<file path="src/rtl/pc_unit.sv">
// Program counter with optional call/return stack; the stack is built only when
// PC_UNIT_RETURN_STACK_EN is defined, otherwise push/pop are ignored.
module pc_unit #(
  parameter int          WIDTH        = 10,
  parameter int unsigned RESET_VECTOR = 0,
  parameter int          STACK_DEPTH  = 8
) (
  input  logic             clk,
  input  logic             reset,
  input  logic             pc_en,
  input  logic             pc_ld,
  input  logic [15:0]      target,
  input  logic             push,
  input  logic             pop,
  output logic [WIDTH-1:0] pc,
  output logic [WIDTH-1:0] pc_ins,
  output logic             stack_empty,
  output logic             stack_full,
  output logic             stack_err
);

  localparam logic [WIDTH-1:0] RESET_PC = WIDTH'(RESET_VECTOR);

  logic [WIDTH-1:0] pc_q, pc_d;
  logic [WIDTH-1:0] link;
  logic [WIDTH-1:0] tgt;

  assign link   = pc_q + WIDTH'(1);
  assign tgt    = target[WIDTH-1:0];
  assign pc     = pc_q;
  assign pc_ins = link;

  always_ff @(posedge clk) begin
    if (reset) pc_q <= RESET_PC;
    else       pc_q <= pc_d;
  end

`ifdef PC_UNIT_RETURN_STACK_EN

  localparam int AW = (STACK_DEPTH > 1) ? $clog2(STACK_DEPTH) : 1;
  localparam int PW = $clog2(STACK_DEPTH + 1);

  logic [WIDTH-1:0] stack_mem [STACK_DEPTH];
  logic [PW-1:0]    sp_q, sp_d;
  logic             err_q, err_d;
  logic             wr_en;
  logic             empty, full;
  logic [AW-1:0]    wr_idx, top_idx;
  logic             unused_target;

  assign unused_target = ^target;

  // sp_q counts occupied entries, so the next free slot is sp_q and the top is sp_q-1
  assign wr_idx  = sp_q[AW-1:0];
  assign top_idx = AW'(sp_q - PW'(1));
  assign empty   = (sp_q == '0);
  assign full    = (sp_q == PW'(STACK_DEPTH));

  always_comb begin
    pc_d  = pc_q;
    sp_d  = sp_q;
    err_d = err_q;
    wr_en = 1'b0;
    if (pc_en) begin
      if (push && pop) begin
        err_d = 1'b1;
        pc_d  = pc_ld ? tgt : link;
      end else if (pop) begin
        if (empty) begin
          err_d = 1'b1;
          pc_d  = link;
        end else begin
          pc_d = stack_mem[top_idx];
          sp_d = sp_q - PW'(1);
        end
      end else if (pc_ld) begin
        pc_d = tgt;
        if (push) begin
          if (full) begin
            err_d = 1'b1;
          end else begin
            wr_en = 1'b1;
            sp_d  = sp_q + PW'(1);
          end
        end
      end else begin
        pc_d = link;
      end
    end
  end

  always_ff @(posedge clk) begin
    if (reset) begin
      sp_q  <= '0;
      err_q <= 1'b0;
    end else begin
      sp_q  <= sp_d;
      err_q <= err_d;
    end
  end

  // Entry contents survive reset; only the pointer is cleared
  always_ff @(posedge clk) begin
    if (wr_en && !reset) stack_mem[wr_idx] <= link;
  end

  assign stack_empty = empty;
  assign stack_full  = full;
  assign stack_err   = err_q;

`else

  logic unused_inputs;

  assign unused_inputs = ^{push, pop, target};

  always_comb begin
    pc_d = pc_q;
    if (pc_en) pc_d = pc_ld ? tgt : link;
  end

  assign stack_empty = 1'b1;
  assign stack_full  = 1'b0;
  assign stack_err   = 1'b0;

`endif

endmodule

</file>
<file path="config.mk">
export PLATFORM = sky130hd
export DESIGN_NAME = pc_unit
export DESIGN_NICKNAME = d
export VERILOG_FILES = /design/src/rtl/pc_unit.sv
export SDC_FILE = /design/constraint.sdc
export NUM_CORES = 1
export LEC_CHECK = 0
export ABC_AREA = 1
export CAP_MARGIN = 30
export CORE_MARGIN = 5
export CORE_UTILIZATION = 35
export CTS_CLUSTER_SIZE = 40
export DETAILED_ROUTE_END_ITERATION = 8
export HOLD_SLACK_MARGIN = 0.06
export PLACE_DENSITY = 0.82
export SLEW_MARGIN = 20
export SYNTH_ARGS = -nofsm -noshare
export SYNTH_HDL_FRONTEND = slang
export SYNTH_SLANG_ARGS = --single-unit
export TNS_END_PERCENT = 1
</file>
<file path="constraint.sdc">
create_clock -name clk -period 1.69 [get_ports clk]
set_input_delay 0.338 -clock clk [delete_from_list [all_inputs] [get_ports clk]]
set_output_delay 0.338 -clock clk [all_outputs]
set_load 0.05 [all_outputs]
</file>
==> summary.txt, run 1 <==
Hold path
  – Worst min-delay path class: reg -> reg

Placement
  – Placed insts: ~160
  – Post-DP Area: around 1200 sq um
  – RePlAce Congestion: 0.782
  – I/O Buffers: 33
  – Setup slack at placement: between 0.07 and 0.08 ns
  – DPL Wire Length: 1.60 mm

GRT
  – Initial antenna violation count: 0
  – Gr usage total: 16.6%
  – Pin count of the biggest net entering global routing: 11
  – First-pass GRT wire length: approximately 3.5 mm
  – Gr ovfl total: 0
  – Vias in the first global route: approximately 800

Layout
  – Max FFs per register: 10
  – Design Area, Final: between 1000 and 1500 sq um
  – Layout Cells excl Fill: approximately 170
  – Layout overhead on the synthesized area: 85.3%
  – Antenna cells: 0
  – FILL cells: roughly 170
  – Layout Nets: 169
  – Share of cells above drive strength 1: a little over two fifths

Route
  – Drt wl/cell: between 10 and 15 um
  – DR pass1 iterations: 4
  – Final ANT Viol Nets: 0
  – Top layer in use: met4
  – WL met2: between 1 and 1.5 mm
  – M1 WL: just under 900 um
  – Routed wire length: ~2.2 mm
  – Iter 0 DRT Violations: 19
  – Met3 wire len: approximately 130 um
  – Routed vias/inst: about 5
  – Vias: 853
  – # DRC: 0

STA
  – Final Hold Fails: 0
  – Fin worst setup slack: -0.101 ns
  – Clk_skew: 0.00973 ns
  – Final Setup Violations: 6
  – Hold WS: ~0.54 ns
  – Fmax: approximately 560 MHz
  – Min cycle time layout: ~1.8 ns
  – Period utilization: 106%
  – RSZ-0062 raised after global routing: yes
  – Final Max Tran Viols: 0

Critical path
  – Setup crit end kind: output pin
  – Crit path DAT: ~1.5 ns
  – Critical path launch point type: register
  – Crit path max fanout: 5
  – CP Data Required Time: ~1.4 ns
  – Crit path kind: reg -> out

Synth
  – Share of the synthesized area in the top cell type: roughly 29%
  – Simple-gate share of the synthesized area: around 30%
  – Synth area leaders: dfxtp_1, a21oi_1, nand2_1, nand3_1, o21ai_0
  – Synthesis-stage register bit count: 10
  – Synth Area in Compound Gates: a little over a fifth
  – Xor/xnor cell area share of the yosys netlist: just under 5%
  – Post-synth top area cell: dfxtp_1
  – Post-synthesis mux area share: 0%
  – Seq/Total Area, Yosys: 28.7%
  – Yosys cell types: 26
  – Syn_area_per_cell: around 6.8 sq um
  – Largest family of logic cells by synthesized area: simple AND/OR/NAND/NOR gates
  – Mapped Area: about 700 sq um
  – Synth Warn #: 0
  – Syn Inst Count: 103
  – Adder-Cell Fraction of Synth Area: under 10%

Power and ir drop
  – Sequential group share of total power: approximately a third
  – Internal: ~0.00052 W
  – Total power: ~0.00088 W
  – Power share of the combinational group: around 47%
  – Clock power frac: roughly a fifth
  – Max rail drop VDD: 614 uV
  – Leak: about 0.56 nW
  – Power Dens Cells: just under 700 nW/um^2
  – Net Sw Power: between 0.0003 and 0.0004 W
  – Sw frac: around 41%

CTS
  – CTS clk-pin slew, worst paths: 0.08 ns
  – CTS max path bufs: 2
  – TritonCTS clock tree: built
  – Clock Sinks: 10
  – H-tree depth: 1
  – Clk_lat worst skew: ~0.28 ns
  – TritonCTS buffer count: 3
  – Root Driver: clkbuf_4

Floorplan
  – Row Count: 16
  – Core area: roughly 1900 sq um
  – Die area: 2990 sq um
  – Boundary Pins: 45
  – Initial Util: between 30 and 40%
  – Die Width: roughly 55 um
  – Die height: 54.7 um

Job
  – Max-cap violations: 0

Run status
  – Failing checks: setup timing
  – Outcome: complete, but fails checks
metrics by stage:
stage,TNS [ns],util (%)
final,-0.359,67.3
after global routing,-0.842,67.3
after CTS,-0.314,66.8
after detailed placement,0,61.8
after global placement,0,61.8
after floorplan,-0.0298,-
synth_stat cells:
master and count:
a21oi_1 16, a21oi_2 1, a221oi_1 1, and2_1 5
buf_2 1, buf_4 3, clkbuf_1 1, conb_1 2
dfxtp_1 10, ha_1 1, inv_1 10, inv_2 2
inv_4 1, nand2_1 18, nand2_2 2, nand3_1 11
nand3_2 1, nand4_1 1, nor2_1 1, nor2_4 2
o211ai_1 1, o21ai_0 8, o21bai_1 1, xnor2_1 1
xor2_1 1, xor2_2 1
critical path, cell delays in order, from the launching register on:
cell and delay (ns):
dfxtp_4 0.38, ha_4 0.15, inv_4 0.03, nor2_4 0.16
buf_6 0.14, xor2_4 0.16, buf_12 0.15
path summary, 6_finish.rpt:
kind              start  slack [ns]  depth (start not counted)   endpoint
setup / recovery  pc[1]       -0.10                          6  pc_ins[4]
hold / removal    pc[1]        0.54                          2      pc[1]
setup reg to reg  pc[1]        0.33                          8      pc[4]
hold reg to reg   pc[1]        0.54                          2      pc[1]
layout make-up:
class,count,area [sq um],area share [%]
Timing Repair Buffer,42,477,36.8
Tap cell,27,33.8,2.61
Multi-Input combinational cell,76,484,37.4
Inverter,13,51.3,3.97
Sequential cell,10,221,17.1
Clock buffer,4,26.3,2.03
power by group through the flow:
| stage | clock [W] | sequential, W | combinational (W) |
|---|---|---|---|
| after floorplan | 0 | 0.000344 | 0.000170 |
| after global placement | 0 | 0.000285 | 0.000389 |
| after detailed placement | 0 | 0.000286 | 0.000394 |
| after CTS | 0.000193 | 0.000280 | 0.000412 |
| after global routing | 0.000199 | 0.000284 | 0.000432 |
| final | 0.000188 | 0.000280 | 0.000412 |
layout by cell type, fill, tap and decap left out, types with 2 or more instances in the layout:
cell type	synthesis	layout
dfxtp_2	0	5
inv_1	10	10
buf_12	0	10
inv_2	2	2
clkbuf_4	0	3
a21oi_1	16	16
o21ai_0	8	8
conb_1	2	3
buf_4	3	18
nor2_4	2	2
dfxtp_4	0	4
clkdlybuf4s50_1	0	13
and2_4	0	4
nand3_1	11	9
nand2_1	18	16
nand3_2	1	3
nand2_2	2	4
layer usage:
metal | GRT usage (%) | vias up
met5 | 0 | -
met4 | 12.4 | 0
met3 | 2.45 | 8
met2 | 27.0 | 39
met1 | 19.5 | 386
li1 | - | 420
cell families after synthesis:
kind of cell | count (synthesis)
AO/OA/AOI/OAI | 28
XOR/XNOR | 3
adder cells (fa/ha/maj) | 1
buffers and inverters | 18
flip-flops | 10
other | 2
AND/OR/NAND/NOR | 41
repair_timing:
action / 4_1_cts / 5_1_grt
setup buffers: 5 / 0
gates cloned: 0 / 0
pin swaps: 5 / 3
setup endpoints to repair: 6 / 6
resized for setup: 9 / 3
hold buffers: 0 / 0
Power figures use the tool's default switching activity.
==> run 2: changes to the inputs <==
--- a/config.mk
+++ b/config.mk
@@ -9,7 +9,7 @@
 export CAP_MARGIN = 30
 export CORE_MARGIN = 5
 export CORE_UTILIZATION = 35
-export CTS_CLUSTER_SIZE = 40
+export CTS_CLUSTER_SIZE = 20
 export DETAILED_ROUTE_END_ITERATION = 8
 export HOLD_SLACK_MARGIN = 0.06
 export PLACE_DENSITY = 0.82
@@ -17,4 +17,3 @@
 export SYNTH_ARGS = -nofsm -noshare
 export SYNTH_HDL_FRONTEND = slang
 export SYNTH_SLANG_ARGS = --single-unit
-export TNS_END_PERCENT = 1
==> run 2 against run 1 <==
Compared with the run above: the run still ends with setup timing left; wire length is 9.4% higher; utilization is 1.9 points higher; via count is 2.3% higher; clock power is 21% higher; sequential share of layout area is 0.28 points lower; critical path type unchanged; largest power group unchanged.
==> summary.txt, run 2 (same netlist as run 1, synthesis figures left out) <==
Route
  – Drt wl/cell: ~14 um
  – Routed vias/inst: ~5.0
  – DR pass1 iterations: 4
  – # DRC: 0
  – Vias: between 800 and 900
  – Final ANT Viol Nets: 0
  – Routed wire length: ~2.4 mm
  – Iter 0 DRT Violations: 24

Layout
  – Most frequent cells in the layout: buf_4, nand2_1, a21oi_1
  – Max FFs per register: 10
  – Share of cells above drive strength 1: 43.9%
  – Layout overhead on the synthesized area: 90.5%
  – Design Area, Final: roughly 1300 sq um
  – Antenna cells: 0
  – Most common cell after layout, fill and taps aside: buf_4
  – Layout Nets: about 170

Critical path
  – R2r setup slk: 0.25 ns
  – End of the critical path: pc_ins[4]
  – R2R Path Start: pc[1]
  – Crit path kind: reg -> out
  – Worst-case reg-to-reg path depth: 9
  – RR Endpoint: pc[4]
  – Critical path launch point type: register
  – Crit path DAT: about 1.5 ns
  – CP Launch Point: pc[1]
  – Setup crit end kind: output pin
  – CP Data Required Time: 1.35 ns
  – Crit path max fanout: 5

GRT
  – Initial antenna violation count: 0
  – Vias in the first global route: around 800
  – Gr usage total: 17.9%
  – First-pass GRT wire length: 3.75 mm
  – Gr ovfl total: 0
  – Pin count of the biggest net entering global routing: 11

CTS
  – # hold bufs at CTS: 0
  – Clk_lat worst skew: ~0.28 ns
  – TritonCTS buffer count: 3
  – H-tree depth: 1
  – TritonCTS clock tree: built
  – Root Driver: clkbuf_4
  – CTS max path bufs: 2
  – CTS clk-pin slew, worst paths: 0.07 ns
  – Clock Sinks: 10

STA
  – RSZ-0062 raised after global routing: yes
  – Period utilization: 106%
  – Fin worst setup slack: -0.0962 ns
  – Final Hold Fails: 0
  – Clk_skew: a little under 0.01 ns
  – Setup_tns: -0.229 ns
  – Final Max Tran Viols: 0
  – Min cycle time layout: 1.79 ns
  – Final Setup Violations: 3
  – Fmax: 560 MHz

Power and ir drop
  – Max rail drop VDD: roughly 630 uV
  – Leak: around 0.58 nW
  – Power Dens Cells: ~700 nW/um^2
  – Total power: slightly above 0.0009 W

Placement
  – I/O Buffers: 33
  – Post-DP Area: ~1200 sq um
  – RePlAce Congestion: roughly 0.74
  – DPL Wire Length: around 1.7 mm

Floorplan
  – Boundary Pins: 45
  – Initial Util: approximately 36%
  – Core area: slightly below 2000 sq um
  – Die Width: 54.7 um
  – Die area: 2990 sq um
  – Die height: about 55 um
  – Row Count: 16

Hold path
  – Worst min-delay path class: reg -> reg

Run status
  – Failing checks: setup timing
  – Outcome: complete, but fails checks

Job
  – Max-cap violations: 0
run 2: cell type report:
| cell class | instances | area [sq um] |
|---|---|---|
| Multi-Input combinational cell | 76 | 485 |
| Sequential cell | 10 | 224 |
| Fill cell | 162 | 592 |
| Clock buffer | 4 | 36.3 |
| Inverter | 13 | 51.3 |
| Timing Repair Buffer | 45 | 499 |
| Tap cell | 27 | 33.8 |
run 2: what timing repair did:
item                                    4_1_cts  5_1_grt
endpoints found under the setup margin        6        7
gates cloned                                  0        0
pin swaps                                     3        0
resized for setup                            10        2
buffers inserted                              8        1
run 2: per-stage QoR:
stage | utilization [%] | hold slack [ns] | std cells | worst slack, ns
5_1_grt | 69.2 | 0.556 | 175 | -0.158
4_1_cts | 68.6 | 0.542 | 174 | -0.0994
6_report | 69.2 | 0.535 | 175 | -0.0962
3_3_place_gp | 61.6 | 0.503 | 162 | 0.0635
2_1_floorplan | - | 0.407 | 104 | 0.0190
3_5_place_dp | 61.6 | 0.513 | 162 | 0.0123
run 2: worst min-delay path by stage:
stage          start  endpoint  slack (ns)  cells past startpoint
4_1_cts        pc[1]     pc[1]        0.54                      2
3_3_place_gp   pc[1]     pc[1]        0.50                      2
6_report       pc[1]     pc[1]        0.54                      2
5_1_grt        pc[1]     pc[1]        0.56                      2
2_1_floorplan  reset     pc[0]        0.41                      1
3_5_place_dp   pc[1]     pc[1]        0.51                      2
run 2: where the power goes:
group | leakage [nW] | internal (W) | switching, W
clock | 0.0210 | 0.000131 | 0.0000968
sequential | 0.0873 | 0.000253 | 0.0000250
combinational | 0.472 | 0.000184 | 0.000244
total | 0.581 | 0.000569 | 0.000366
run 2: metal layers:
metal  track usage [%]  share of wire, %  up-vias
met5                 0                 0        -
met4              7.05               1.4        0
met3              3.81               7.2        4
met2              35.0                56       34
met1              17.7                35      410
li1                  -                 -      425
run 2: worst max-delay path, cell delays in order (launching register included):
cell     delay (ns)
dfxtp_4        0.37
ha_4           0.15
inv_4          0.03
nor2_4         0.14
buf_6          0.14
xor2_4         0.18
buf_12         0.16
